--- src/rtl/ifetch_unit.sv ---
// ifetch_unit
// Instruction fetch stage. Reads a byte-wide instruction memory one byte
// per cycle, assembles big-endian 32-bit words (lowest address in 31:24),
// buffers up to DEPTH words with their PCs, and presents them to the
// datapath over a valid/ready handshake. A redirect loads a new fetch PC
// and flushes all buffered and in-flight work.
//
// Ports
//   clk          clock, rising edge
//   rst_n        synchronous active-low reset
//   im_rd        byte read strobe to instruction memory
//   im_addr      byte address of this cycle's read
//   im_rdata     read data, valid the cycle after im_rd
//   inst         instruction at queue head
//   inst_pc      byte PC of inst
//   inst_valid   queue non-empty
//   inst_ready   consumer accepts head word when inst_valid & inst_ready
//   redirect     load redirect_pc as the new fetch PC and flush
//   redirect_pc  redirect target, bits 1:0 ignored
//
// FSM states
//   state     | meaning
//   ST_ISSUE  | issuing byte reads (or ready to start a new word)
//   ST_WAIT   | no credit left; idle until a pop frees a queue slot
module ifetch_unit #(
  parameter int          ADDR_W   = 5,
  parameter int          DEPTH    = 2,
  parameter logic [31:0] RESET_PC = 32'h0
) (
  input  logic              clk,
  input  logic              rst_n,
  output logic              im_rd,
  output logic [ADDR_W-1:0] im_addr,
  input  logic [7:0]        im_rdata,
  output logic [31:0]       inst,
  output logic [31:0]       inst_pc,
  output logic              inst_valid,
  input  logic              inst_ready,
  input  logic              redirect,
  input  logic [31:0]       redirect_pc
);

  localparam int CW = $clog2(DEPTH + 1);
  localparam int PW = (DEPTH > 1) ? $clog2(DEPTH) : 1;

  typedef enum logic {
    ST_WAIT  = 1'b0,
    ST_ISSUE = 1'b1
  } state_t;

  state_t          state, state_nxt;
  logic            run;
  logic [31:0]     fpc;
  logic [1:0]      bcnt;
  logic [CW-1:0]   credit, credit_nxt;
  logic            drop;
  logic [23:0]     sr;
  logic            rd_q;
  logic [1:0]      rd_idx;
  logic [31:0]     word_pc;

  logic [31:0]     q_inst [DEPTH];
  logic [31:0]     q_pc   [DEPTH];
  logic [PW-1:0]   head, tail;
  logic [CW-1:0]   count;

  logic            issue_b0;
  logic            pop;
  logic            accept;
  logic            push;

  function automatic logic [PW-1:0] ptr_inc(input logic [PW-1:0] p);
    if (p == PW'(DEPTH - 1)) return '0;
    else return p + PW'(1);
  endfunction

  assign inst_valid = (count != '0);
  assign inst       = inst_valid ? q_inst[head] : 32'h0;
  assign inst_pc    = inst_valid ? q_pc[head]   : 32'h0;
  assign im_addr    = run ? (fpc[ADDR_W-1:0] + ADDR_W'(bcnt)) : '0;

  assign pop      = inst_valid & inst_ready;
  assign issue_b0 = im_rd & (bcnt == 2'd0);
  // drop kills the byte returning for the issue made in the redirect cycle
  assign accept   = rd_q & ~drop;
  assign push     = accept & (rd_idx == 2'd3);

  // Next-state and issue decode
  always_comb begin
    state_nxt  = state;
    im_rd      = 1'b0;
    credit_nxt = credit;

    case ({pop, issue_b0})
      2'b10:   credit_nxt = credit + CW'(1);
      2'b01:   credit_nxt = credit - CW'(1);
      default: credit_nxt = credit;
    endcase

    if (run) begin
      case (state)
        ST_ISSUE: begin
          if (bcnt != 2'd0 || credit != '0) im_rd = 1'b1;
          else state_nxt = ST_WAIT;
        end
        ST_WAIT: begin
          if (credit_nxt != '0) state_nxt = ST_ISSUE;
        end
        default: state_nxt = ST_ISSUE;
      endcase
    end

    if (redirect) begin
      state_nxt  = ST_ISSUE;
      credit_nxt = CW'(DEPTH);
    end
  end

  always_ff @(posedge clk) begin
    if (!rst_n) begin
      state  <= ST_ISSUE;
      credit <= CW'(DEPTH);
    end else begin
      state  <= state_nxt;
      credit <= credit_nxt;
    end
  end

  // Fetch counters, return path and queue control
  always_ff @(posedge clk) begin
    if (!rst_n) begin
      run     <= 1'b0;
      fpc     <= RESET_PC;
      bcnt    <= 2'd0;
      drop    <= 1'b0;
      sr      <= 24'h0;
      rd_q    <= 1'b0;
      rd_idx  <= 2'd0;
      word_pc <= 32'h0;
      head    <= '0;
      tail    <= '0;
      count   <= '0;
    end else begin
      run    <= 1'b1;
      rd_q   <= im_rd;
      rd_idx <= bcnt;
      drop   <= redirect;

      if (redirect) begin
        fpc   <= redirect_pc & ~32'h3;
        bcnt  <= 2'd0;
        sr    <= 24'h0;
        head  <= '0;
        tail  <= '0;
        count <= '0;
      end else begin
        if (im_rd) begin
          if (bcnt == 2'd0) word_pc <= fpc;
          if (bcnt == 2'd3) begin
            fpc  <= fpc + 32'd4;
            bcnt <= 2'd0;
          end else begin
            bcnt <= bcnt + 2'd1;
          end
        end

        if (accept) sr <= {sr[15:0], im_rdata};

        if (push) tail <= ptr_inc(tail);
        if (pop)  head <= ptr_inc(head);
        case ({push, pop})
          2'b10:   count <= count + CW'(1);
          2'b01:   count <= count - CW'(1);
          default: count <= count;
        endcase
      end
    end
  end

  // Queue storage; contents are masked by inst_valid so no reset is needed
  always_ff @(posedge clk) begin
    if (rst_n && !redirect && push) begin
      q_inst[tail] <= {sr, im_rdata};
      q_pc[tail]   <= word_pc;
    end
  end

endmodule

--- config.mk ---
export PLATFORM = sky130hd
export DESIGN_NAME = ifetch_unit
export DESIGN_NICKNAME = d
export VERILOG_FILES = /design/src/rtl/ifetch_unit.sv
export SDC_FILE = /design/constraint.sdc
export NUM_CORES = 1
export LEC_CHECK = 0
export ABC_CLOCK_PERIOD_IN_PS = 6500
export BUFFER_PORTS_ARGS = -buffer_cell sky130_fd_sc_hd__buf_2
export CORE_AREA = 2 2 156 173
export DETAILED_ROUTE_END_ITERATION = 12
export DIE_AREA = 0 0 158 175
export SLEW_MARGIN = 25
export SYNTH_ARGS = -nofsm -noshare
export SYNTH_HDL_FRONTEND = slang
export SYNTH_SLANG_ARGS = --single-unit
--- constraint.sdc ---
create_clock -name clk -period 6.5 [get_ports clk]
set_clock_uncertainty 0.05 [all_clocks]
set_input_delay 1.3 -clock clk [delete_from_list [all_inputs] [get_ports clk]]
set_output_delay 1.3 -clock clk [all_outputs]
set_load 0.02 [all_outputs]
Word-level counts from Yosys, hierarchy flattened

Memories as Yosys holds them, arrays and structs flattened. A register that Yosys moved wholly into a read port is not among the register bits.
Cells that the tools add are included.

Register bits: 102
Memory bits (writable): 128
Bits of input ports: 44
Output and inout port bits: 71
Word-level logic and storage cells: 78
Memories: 2

Memories:

| memory | depth | width | rd ports | clocked after Yosys merged registers in | write ports | RTL line | text |
|---|---|---|---|---|---|---|---|
| q_inst | 2     | 32    | 1        | 1                                       | 1           | 62       | `logic [31:0] q_inst [DEPTH];` |
| q_pc   | 2     | 32    | 1        | 1                                       | 1           | 63       | `logic [31:0] q_pc [DEPTH];` |

$add $sub $neg: 9
Eq/ne operators: 6
Muxes and demuxes: 23
Bitwise logic cells: 8
Reductions and logical operators: 16

Operators with widths:

| cell                    | number |
|---|---|
| $mux W32                | 5 |
| $add A32 B3 Y32 const B | 1 |
| $reduce_bool A2 Y1      | 7 |
| $mux W1                 | 13 |
| $eq A2 B2 Y1 const B    | 4 |
| $pmux W2 S2             | 2 |
| $add A2 B1 Y2 const B   | 3 |
| $add A5 B2 Y5           | 1 |
| $mux W5                 | 1 |
| $and A1 B1 Y1           | 4 |
| $eq A2 B1 Y1 const B    | 2 |
| $not A1 Y1              | 4 |
| $reduce_and A2 Y1       | 2 |
| $sub A2 B1 Y2 const B   | 2 |
| $reduce_and A3 Y1       | 1 |
| $add A1 B1 Y1 const B   | 2 |
| $logic_and A1 B1 Y1     | 2 |
| $logic_not A2 Y1        | 1 |
| $mux W2                 | 1 |
| $pmux W1 S2             | 1 |
| $reduce_or A2 Y1        | 1 |
| $logic_not A1 Y1        | 1 |
| $logic_or A1 B1 Y1      | 1 |

Longest topological paths before layout

Gate-level depths: netlist (run 1).

Depth in word-level cells: 11
Gate-level depth with buffers: 11
Depth with buffers taken out: 10

Worst setup path before layout (run 1)

OpenSTA, ideal clock, no wires.

Path kind: input port to flip-flop
Start point: input port redirect
End point: memory q_inst[0][0] (enable)
Library setup time: 558 ps
Arrival time: 6011 ps
Data required time: 5892 ps
Setup slack: -119 ps
Cell stages on the path: 4
Buffers on the path: 2
Path through: nand2b_1 > clkbuf_1 > clkbuf_1 > nor3_1

Longest elaborated chain between the ends: 5

Ends and longest elaborated chain:

| element                          | RTL line | text |
|---|---|---|
| start, declared                  | 39       | `input logic redirect,` |
| $logic_not A1 Y1                 | 182      | `if (rst_n && !redirect && push) begin` |
| $logic_and A1 B1 Y1 (2 in a row) | 182      |  |
| $mux W1                          | 182      |  |
| $mux W1 (not written as such)    | 183      | `q_inst[tail] <= {sr, im_rdata};` |
| end, declared                    | 62       |  |

Every way passes these cells.

Worst setup path after layout (run 1)

Start point: register bcnt[0]
End point: output port im_rd

Longest elaborated chain between the ends: 5

Ends and longest elaborated chain:

| element                | RTL line | text |
|---|---|---|
| start, declared        | 54       | `logic [1:0] bcnt;` |
| start signal, assigned | 163      | `bcnt <= bcnt + 2'd1;` |
| $reduce_bool A2 Y1     | 103      | `if (bcnt != 2'd0 \|\| credit != '0) im_rd = 1'b1;` |
| $logic_or A1 B1 Y1     | 103      |  |
| $mux W1                | 103      |  |
| $mux W1                | 101      | `case (state)` |
| $mux W1                | 100      | `if (run) begin` |
| end, declared          | 32       | `output logic im_rd,` |

Every way passes these cells.

==> summary.md, run 1 <==
The run finished with clean final reports. The tools report the post-synthesis instance area as 9189 µm². For the worst endpoint data arrival time, the log shows 2.37 ns.

In the post-synthesis netlist, the biggest area contributors are sky130_fd_sc_hd__edfxtp_1, sky130_fd_sc_hd__dfxtp_1, sky130_fd_sc_hd__mux2i_1. The maximum vdd drop came out at 196.0 µV. The die is 175 µm tall. From synthesis to final layout, the design area changed by 17.66%.

TritonCTS built the clock tree. After detailed placement, the design holds a cell count of 1241. The tree built by TritonCTS fans out to 223 sinks. The initial DRC count was 322; the final estimated routing congestion in global placement was 0.8105. Of all nets on the critical path, the largest fanout is 16.

The post-synthesis average cell area is 11.11 µm², and the largest net degree at the start of global routing is 54. The worst hold-check slack was 0.4056 ns; the number of standard-cell rows in the floorplan was 62. The floorplan step set the die width to 158 µm. Fill cells in the final layout number 2561.

The worst hold path belongs to the class flip-flop to flip-flop. The main flop type after synthesis was sky130_fd_sc_hd__edfxtp_1. In the routed design, unresolved DRC markers number 0. The TritonCTS buffer count was 23; the first-pass iteration count of the detailed router was 5. In this run, distinct cell masters in the synthesized netlist total 60.

115 I/O pins were placed. Of all flip-flops after synthesis, the portion carrying an async set or reset was 0%. 0 antenna diodes ended up in the layout. Measured against its own limit, the worst slew margin works out to 49.00%. Synthesis produced 827 cells.

The largest total area in the synthesized netlist belongs to sky130_fd_sc_hd__edfxtp_1. The placed wire-length estimate after detailed placement is 13040 µm, and the count of synthesis-stage warnings from yosys is 0. The type of element launching the critical path was a flip-flop.

Setup repair after global routing left no endpoint under its margin. In the final routed layout, each cell accounts on average for 15.69 µm. The post-route netlist has 19.76% of its cells at a drive strength greater than 1.

The run gives 0 as the post-cts resize count. The power per cell area is 268.1 nW/µm², and the worst-case clock buffer depth is 3. The logs give 1 for the CTS H-tree depth and 14.25% for the overall fraction of global-route tracks in use.

The clock-pin transition on the worst setup and hold timing paths was 0.06 ns. In this run the standard cell core region covers 25910 µm². The root buffer selected by CTS is sky130_fd_sc_hd__clkbuf_16. The sequential cell area fraction in the yosys report is 62.09%, and the slew at the pin with the worst max-slew slack is 0.7642 ns. The max-slew violation count is 0. The synthesized design contains 124 enable-type register cells. The minimum period implied by the final worst setup slack is 3.715 ns.

The number of global-route vias before repair is 6058, and the number of buffers inserted by port buffering is 110. The number of endpoints with negative hold slack in the final report is 0, and the number of synthesized register bits is 223. The run gives 1283 as the count of non-filler cells in the finished layout.

The first global-routing pass estimated 31470 µm of wire. The tools report the max-capacitance violation count as 0. After synthesis, the most frequently instantiated cells are sky130_fd_sc_hd__nand2_1, sky130_fd_sc_hd__edfxtp_1, sky130_fd_sc_hd__dfxtp_1.

At the later pin of the worst-skew pair, clock insertion delay measures 0.51 ns. The floorplan step defined a die boundary enclosing 27650 µm². For the setup violation total in the final timing report, the log shows 0.

The tools report the count of vias placed by the detailed router as 6396. The aggregate global routing overflow was 0. The initial antenna violation count is 0. The run gives 0 as the number of buffers added to fix hold violations after cts.

The required time at the worst-slack endpoint was 5.15 ns. The analysis attributes to cell leakage a power of 3.758 nW. The run gives 0 as the residual antenna-violating net count after detailed routing.

In this run the biggest area consumer among cell types represents 40.52% of the synthesized area. The detailed-route vias per instance was 4.985; the share of the clock period used by the worst path after layout was 57.16%. The kind of critical path is flip-flop to primary output. STA classifies the critical path endpoint as a primary output.

The initial utilization of the core area, before any placement, comes to 35.46%. Buffers added to address setup during post-CTS repair amount to 0. For this run, the top clock speed supported by timing is 269.2 MHz. The run gives 963 as the number of nets in the final layout.

Among all cell types in the netlist, the one instantiated most often is sky130_fd_sc_hd__nand2_1. Wires add up to 20130 µm.
final timing paths:
path,start,end,slack [ns],cells after the start
worst max-delay path,bcnt[0],im_rd,2.78,5
worst min-delay path,word_pc[22],q_pc[0][22],0.41,0
worst max register to register,bcnt[0],state,3.48,9
worst min register to register,word_pc[22],q_pc[0][22],0.41,0
layout make-up:
type	instances	area (µm²)	area share [%]
sequential	223	5709	52.81
inverter	10	37.54	0.3472
clock inverter	13	97.59	0.9027
clock buffer	29	618.1	5.717
tap	352	440.4	4.074
timing repair buffer	116	640.6	5.925
multi-input combinational	540	3268	30.23
sequential cells by signal, indices dropped and copies added, names as in the netlist, 2 cells and up, named ones only:
signal,count
word_pc,30
sr,24
rd_idx,2
count,2
credit,2
bcnt,2
q_pc,60
fpc,30
q_inst,64
cell usage in the layout (no fill, tap or decap), drive strengths merged, types with 5 or more instances in the layout:
cell type  instances
buf              116
xnor2             10
a21oi             66
and4               5
nand2            126
o211ai             7
and2               9
edfxtp           124
nor2              88
ha                 5
dfxtp             99
o21ai             22
or4                6
o31ai              5
nand4             14
a32oi              6
mux2i             62
nor4               8
a31oi              8
clkbuf            29
inv               11
nand3             31
nor3              14
clkinv             9
worst max-delay path: stages (launching register included):
cell and delay [ns]:
sky130_fd_sc_hd__dfxtp_1 0.34, sky130_fd_sc_hd__inv_1 0.09, sky130_fd_sc_hd__ha_1 0.25, sky130_fd_sc_hd__nor3b_4 0.69, sky130_fd_sc_hd__nor2_1 0.24, sky130_fd_sc_hd__buf_2 0.24
power by group:
part | leakage, nW | switching [mW] | total [mW] | internal (mW)
registers | 1.98 | 0.0345 | 1.54 | 1.50
clock network | 0.354 | 0.533 | 1.25 | 0.715
logic | 1.42 | 0.0708 | 0.112 | 0.0410
total | 3.76 | 0.639 | 2.90 | 2.26
logic make-up after synthesis:
group	synth area share [%]
AND/OR/NAND/NOR	17.80
flip-flops	62.09
AO/OA/AOI/OAI	8.252
buffers and inverters	3.050
multiplexers	6.754
XOR/XNOR	1.334
adder cells (fa/ha/maj)	0.6808
other	0.04081
per-layer routing:
metal	track usage, %	part of all wire [%]	vias up
li1	-	-	3150
met1	19.24	45	3068
met3	2.207	4.8	23
met5	0	0	-
met4	3.341	1.4	0
met2	24.06	49	155
per-stage QoR:
stage | total power, mW | cell area (µm²) | worst slack [ns] | util, % | TNS [ns]
after floorplan | 1.636 | 9193 | -0.1194 | - | -14.80
after global routing | 2.995 | 10810 | 2.594 | 41.73 | 0
after CTS | 2.920 | 10790 | 2.746 | 41.63 | 0
after detailed placement | 1.679 | 10070 | 2.213 | 38.87 | 0
after global placement | 1.677 | 10040 | 2.256 | 38.74 | 0
final | 2.898 | 10810 | 2.785 | 41.73 | 0
No activity file was read; power rests on OpenSTA's default activity.
==> run 2: changes to the inputs <==
Settings changed: ABC_AREA set to 1, ABC_CLOCK_PERIOD_IN_PS 6500 to 3300, CORE_AREA 2 2 156 173 to 2 2 156 174, DIE_AREA 0 0 158 175 to 0 0 158 176.
Clock period 6.5 ns to 3.3 ns, I/O delays scaled along.
==> summary.md, run 2 <==
The largest registers in the layout are q_inst x64, q_pc x60. Summed over all layers, the routed wires come to 21880 µm. Entering global routing, the biggest net connects 63 pins. Cell with the largest stage delay on the worst path: sky130_fd_sc_hd__buf_4. Synthesis inferred 223 register bits. Setup violations remaining at the end of the flow were counted as 0. After detailed routing, the number of remaining DRC violations is 0. TritonCTS built the clock tree.

In the layout the commonest cells are sky130_fd_sc_hd__nand2_1, sky130_fd_sc_hd__edfxtp_1, sky130_fd_sc_hd__a21oi_1. The cell class contributing the biggest share of worst-path delay was buffers and inverters. The tools report the number of diodes as 0. The critical path capture point type was a primary output.

The share of synthesized area in the top cell type comes to 40.30%. Headroom to the max-slew limit came out at 48.55%. In this design, the stage delay of the slowest critical-path cell is 0.56 ns. Summing the areas of all and, or, nand and nor instances in the mapped netlist gives 19.07% of the synthesized area. The count of buffering cells on the critical path with inverters included came out at 2. The run gives 0 ns as the setup total negative slack. The floorplan step defined a core boundary enclosing 25910 µm².

The sequential cell area fraction in the yosys report is 61.75%. The most critical setup path has its endpoint at inst_pc[9]. After synthesis, the cell types taking the most area are sky130_fd_sc_hd__edfxtp_1, sky130_fd_sc_hd__dfxtp_1, sky130_fd_sc_hd__nand2_1. Clock tree synthesis found a total of 223 sinks.

The proportion of layout cells with a drive suffix above 1 works out to 17.99%. Reg-to-reg critical path endpoint: state. Overall power consumption after layout is estimated at 6.063 mW. Number of endpoints with negative hold slack in the final report: 0. For the worst-case clock buffer depth, the log shows 3.

After Yosys synthesis, full adders, half adders and majority gates account for 0.6770% of the synthesized area. The Yosys step of the flow raised 0 warnings. The setup check on the worst reg-to-reg path leaves a slack of 1.25 ns. A synthesized cell averages 9.343 µm². For the leakage power summed over all cells, the log shows 4.410 nW. Detailed-route vias per instance: 4.730. The tree is rooted in a sky130_fd_sc_hd__clkbuf_16. At the end of the flow the core is filled with cells to 42.49%. For the clock insertion delay at the later pin of the skew report, the log shows 0.52 ns. Row generation in the floorplan step produced 62 rows. The die covers 27810 µm². In this run, the number of DRC markers left after iteration 0 of detailed routing was 398. The multi-input combinational cells in the finished layout cover a total of 3029 µm².

For this design the ratio of total power to cell area is 550.7 nW/µm². The share of synthesized flip-flops with an asynchronous set or reset came out at 0%. The die width came out at 158 µm. Subtracting the final worst setup slack from the clock period gives 2.770 ns. The number of stages on the worst setup path works out to 4. Yosys mapped a number of flops with a built-in enable equal to 124. The logs give 6925 for the count of vias placed by the detailed router and 24 for the TritonCTS buffer count. For the number of global-route vias before repair, the log shows 6623. In this run the count of I/O pins placed on the die edge is 115. The total overflow left after global routing is 0. The initial utilization of the core area, before any placement, comes to 35.66%. The type of element launching the critical path is a flip-flop. Max-slew violation count: 0. The area growth from synthesis to layout is 19.15%. The multiplexer share of the synthesized area was 0%. The post-cts resize count came out at 0.

The depth of the most critical reg-to-reg path was 13. The worst register-to-register path begins at bcnt[0]. The count of cell types in the netlist is 41, and the number of fill cells in the layout is 2618. Global routing consumed, over all layers together, 15.68% of the routing resources.

Dividing the final minimum period by the clock period gives 83.95%. STA puts the critical path data required time at 2.59 ns. In this run the worst path has a maximum fanout of 62. The finished cells cover 11010 µm².

The register with the highest flop count is q_inst. Setup repair after global routing left no endpoint under its margin. Routability-driven placement finished with a final weighted congestion of 0.9483. The post-synthesis instance area came out at 9240 µm². The flow ran to the end, and the final reports show no timing, DRC or antenna violations.

Clock-pin slew was measured on the worst setup and hold paths at 0.06 ns. The most common cell in the synthesized netlist was sky130_fd_sc_hd__nand2_1. The buffers inserted during post-CTS setup optimization was 0. The kind of critical path is flip-flop to primary output.

Sorting the synthesized cells by how often they occur yields sky130_fd_sc_hd__nand2_1, sky130_fd_sc_hd__edfxtp_1, sky130_fd_sc_hd__a21oi_1. The run gives 14560 µm as the placed wire-length estimate after detailed placement. sky130_fd_sc_hd__edfxtp_1 takes more of the synthesized area than any other cell.

Buffers placed on the I/O ports in this run total 110. Area share of xor/xnor cells in the synthesized design: 0.7583%. By area, the combinational part of the netlist is dominated by simple AND/OR/NAND/NOR gates. For the first-pass GRT wire length, the log shows 34440 µm. The maximum vdd drop is 282.1 µV. The number of flip-flops under the largest register name is 64. Timing would allow up to 361.0 MHz. The main flop type after synthesis was sky130_fd_sc_hd__edfxtp_1. The first detailed-routing pass took 5 iterations. The critical path goes through buf_4 -> nand2_1 -> a21oi_1 -> buf_2. Registers take 5707 µm². The die height came out at 176 µm.

After detailed routing, the average wire length per cell comes to 14.95 µm. Most common library cell in the layout ignoring fill and taps: sky130_fd_sc_hd__nand2_1. The worst endpoint data arrival time came out at 2.06 ns.

The tightest min-delay check is of the input port to flip-flop type. In this run the remaining antenna-violating nets after routing total 0. Across all hold checks on the routed design, the worst slack comes to 0.2811 ns. The CTS H-tree depth was 1. At the pin with the least slew margin, the transition time is 0.7710 ns.

Across the run, the number of max-cap violations was 0. Counting every instance in the synthesized netlist gives 989. In the final design database the tool counted 1143 nets. In this run, post-CTS hold repair placed 0 buffers. Summing the areas of all compound-gate instances in the mapped netlist gives 11.89% of the synthesized area. The logs give 0 for the initial antenna violation count and 10180 µm² for the post-place instance area.
## run 2: changes by cell type in the layout (fill, tap and decap cells not counted), sizes merged, moves of 7 or more
cell,previous run,this run
nand2,126,264
inv,11,73
mux2i,62,0
a21oi,66,121
o21ai,22,71
nor2,88,103
buf,116,127
xnor2,10,0
and2,9,1
nand3,31,39
nor4,8,0
clkbuf,29,36
nand4,14,7
## run 2: final cells by class
cell class / count / share of cell area, %
clock buffers: 36 / 6.319
clock inverters: 8 / 1.193
inverters: 74 / 2.523
multi-input cells: 644 / 27.51
flip-flops and latches: 223 / 51.84
well taps: 352 / 4.000
repair buffers: 127 / 6.614
## run 2: power by group
| group | switching [mW] | leakage [nW] | total, mW | internal (mW) |
|---|---|---|---|---|
| sequential | 0.0620 | 1.92 | 3.06 | 2.99 |
| combinational | 0.172 | 2.09 | 0.262 | 0.0899 |
| clock | 1.05 | 0.399 | 2.75 | 1.70 |
## run 2: per-layer routing
layer | vias up | global-route usage [%] | wire length, µm
met5 | - | 0 | 0
met4 | 0 | 4.354 | 384
met3 | 26 | 2.356 | 1151
met2 | 197 | 27.77 | 10890
met1 | 3192 | 19.84 | 9458
li1 | 3510 | - | -
## run 2: kinds of logic (layout without fill, tap and decap cells)
family / count (synthesis) / count (layout)
AOI/OAI and AO/OA: 206 / 206
xor gates and xnor gates: 8 / 8
adders and majority gates: 5 / 5
buffers and inverters: 123 / 245
DFF: 223 / 223
other: 1 / 2
and+or+nand+nor: 423 / 423
## run 2: worst register-to-register path, stage by stage, from the launching register on
cell,delay (ns)
sky130_fd_sc_hd__dfxtp_1,0.38
sky130_fd_sc_hd__inv_1,0.08
sky130_fd_sc_hd__ha_1,0.22
sky130_fd_sc_hd__nand3_2,0.13
sky130_fd_sc_hd__nand2_4,0.11
sky130_fd_sc_hd__nor2_1,0.11
sky130_fd_sc_hd__ha_1,0.26
sky130_fd_sc_hd__a21oi_1,0.12
sky130_fd_sc_hd__o21ai_0,0.11
sky130_fd_sc_hd__xor2_1,0.15
sky130_fd_sc_hd__inv_1,0.08
sky130_fd_sc_hd__nand2_1,0.05
sky130_fd_sc_hd__nand2_1,0.05
sky130_fd_sc_hd__nand3_1,0.06
## run 2: through the flow
step	setup WS, ns	std cells
6_report	0.5297	1464
5_1_grt	0.3599	1464
4_1_cts	0.5085	1464
3_5_place_dp	0.7618	1420
3_3_place_gp	0.8152	1420
2_1_floorplan	0.004574	990
## run 2: how the worst min path moves through the flow
stage	cells after the start	end	slack, ns	start
after floorplan	0	q_inst[0][24]	0.37	sr[16]
after global placement	0	q_inst[1][31]	0.38	sr[23]
after detailed placement	0	q_pc[1][20]	0.38	word_pc[20]
after CTS	3	fpc[23]	0.26	redirect_pc[23]
after global routing	1	q_inst[0][4]	0.27	im_rdata[4]
final	3	fpc[23]	0.28	redirect_pc[23]
==> run 3: changes to the inputs <==
Settings changed: ABC_CLOCK_PERIOD_IN_PS 3300 to 2400.
Clock period 3.3 ns to 2.4 ns, I/O delays scaled along.
==> summary.md, run 3 (synthesis results as in run 2) <==
Once the clock tree was built, the setup fixing pass inserted 0 buffers. In the global route stage, overall resource usage came out at 15.94%. After the first detailed-routing iteration, the DRC count stood at 388. Setup repair after global routing left no endpoint under its margin. The initial standard-cell utilization of the core is 35.66%. The worst setup path is captured at a primary output.

After routing, the total negative slack on setup checks comes to 0 ns. In the final routed layout, each cell accounts on average for 15.23 µm. The max-slew violation count is 0, and the internal power is 6.668 mW. The detailed-route vias per instance is 4.725, and the required time at the worst-slack endpoint is 1.87 ns. The count of vias placed by the detailed router was 6937.

The largest net degree at the start of global routing is 63, and the peak per-stage delay on the critical path is 0.40 ns. For this design the total switching power over the nets is 1.786 mW. The type of the tightest min-delay check was input port to flip-flop.

Root buffer selected by CTS: sky130_fd_sc_hd__clkbuf_16. The proportion of power drawn by flip-flops and latches was 49.7%. The tools report the CTS H-tree depth as 1. In the layout the commonest cells are sky130_fd_sc_hd__nand2_1, sky130_fd_sc_hd__edfxtp_1, sky130_fd_sc_hd__buf_2. In the final layout, the share of cells above drive strength 1 is 18.64%. The number of buffers and inverters on the critical path is 2.

The largest individual stage delay along the critical path comes from the cell sky130_fd_sc_hd__dfxtp_2. At the worst endpoint, the arrival time is 1.76 ns. The most common library cell in the layout ignoring fill and taps is sky130_fd_sc_hd__nand2_1. Of the total power, the clock network draws 46.0%. Counting flops per register, the top entry is q_inst. The number of standard-cell rows in the floorplan came out at 62.

The kind of critical path was flip-flop to primary output. Once routing completed, OpenROAD measured the worst setup slack at 0.1084 ns. At the end of the flow, the number of nets in the layout was 1147. At the end of routability-driven placement, the weighted congestion stood at 0.9224.

For this run, the number of standard cells in the final layout without fillers is 1468. The met2 track demand over resource is 27.61%. The met3 usage is 2.774%. The placed wire-length estimate after detailed placement is 14980 µm.

The final layout contains routed wiring with a total length of 22360 µm. The logs give 0 for the aggregate global routing overflow and 0 for the initial antenna violation count. The largest fanout on the critical path was 52; the residual antenna-violating net count after detailed routing was 0. The die width works out to 158 µm. The total die area is 27810 µm², and the number of diodes is 0. The power per cell area is 761.6 nW/µm². For this design, the sink count on the clock tree is 223. Peak-usage layer in the global routing report: met2.

Static timing analysis puts the maximum clock frequency at 436.4 MHz. Clock-pin slew was measured on the worst setup and hold paths at 0.06 ns. In this run switching power makes up 21.12% of total power. The minimum period implied by the final worst setup slack is 2.292 ns, and the residual DRC count is 0.

Combinational cells account for 4.3% of the total power. For this run, the detailed router's first-pass iteration total came to 5. The first global-routing pass estimated 34960 µm of wire. TritonCTS created 24 clock buffers.

Setup violations remaining at the end of the flow were counted as 0. The leakage power summed over all cells was 4.452 nW. In the final layout, the registers with the most flip-flops are q_inst x64, q_pc x60. The die is 176 µm tall. Final hold analysis gives a worst-case slack of 0.1068 ns.

The total area inside the core boundary comes to 25910 µm². The tools report the number of endpoints with negative hold slack in the final report as 0. Type of element launching the critical path: a flip-flop. The worst-case IR drop observed on VDD is 346.0 µV.

Hold repair after CTS inserted 0 buffers. The signal on the critical path passes through buf_12 -> nand2_1 -> a21oi_1 -> buf_2. The area growth from synthesis to final layout is 20.13%. The number of cells in the design after placement is 1424. At the placement stage, the worst setup path has a slack of 0.3692 ns. The run gives 6630 as the number of global-route vias before repair.

In this run the count of I/O pins placed on the die edge is 115. The max-capacitance violation count came out at 0. At the later pin of the worst-skew pair, clock insertion delay measures 0.51 ns. The number of buffers inserted by port buffering was 110. The run gives 20.96% as the met1 track demand over resource.

For this run, the share of the core covered by cells in the final layout is 42.84%. In this run the tightest slew margin relative to its limit is 61.87%. TritonCTS built the clock tree. Number of flip-flops under the largest register name: 64. For the pin with the worst max-slew slack, the measured transition is 0.5713 ns. The clock passes through at most 3 buffers. The kind of cell with the highest combined delay along the critical path is buffers and inverters.

Of the available clock period, the critical path in the final layout requires 95.48%. The flow ran to the end, and the final reports show no timing, DRC or antenna violations.
[run 3: changes by cell type in the layout (fill, tap and decap cells not counted), sizes merged]
cell	before	now
buf	127	131
bufinv	3	4
clkbuf	36	33
clkinv	5	8
inv	73	72
[run 3: path summary, 6_finish.rpt]
check	startpoint	end	slack [ns]	cells past startpoint
min	redirect_pc[23]	fpc[23]	0.11	3
max reg2reg	bcnt[0]	state	0.35	13
max	flip-flop	inst_pc[9]	0.11	4
min reg2reg	sr[23]	q_inst[0][31]	0.40	0
[run 3: final cells by class]
cell class / instances / area, µm²
Clock buffer: 33 / 684.4
Clock inverter: 11 / 168.9
Fill cell: 2587 / 14810
Inverter: 74 / 287.8
Multi-Input combinational cell: 644 / 3042
Sequential cell: 223 / 5707
Tap cell: 352 / 440.4
Timing Repair Buffer: 131 / 770.7
[run 3: metal layers]
layer / part of all wire (%) / routed length, µm
met1: 45 / 10040
met2: 49 / 10930
met3: 4.9 / 1088
met4: 1.3 / 300
met5: 0 / 0
[run 3: per-stage QoR]
stage	instance area, µm²	total power [mW]
after floorplan	9299	4.519
after global placement	10230	4.640
after detailed placement	10230	4.650
after CTS	11090	8.546
after global routing	11100	8.766
final	11100	8.454
[run 3: what timing repair did]
item	in CTS	in global routing
hold endpoints to repair	0	0
endpoints found under the setup margin	15	6
resized for setup	1	3
[run 3: tightest hold or removal path, stage by stage]
cell	delay, ns
sky130_fd_sc_hd__buf_2	0.07
sky130_fd_sc_hd__nand2_1	0.04
sky130_fd_sc_hd__nand2_1	0.05
[run 3: power by group through the flow]
stage	clock network (mW)	registers, mW	logic (mW)
final	3.89	4.20	0.364
after global routing	4.14	4.21	0.412
after CTS	3.98	4.20	0.369
after detailed placement	0	4.28	0.367
after global placement	0	4.28	0.362
after floorplan	0	4.25	0.268
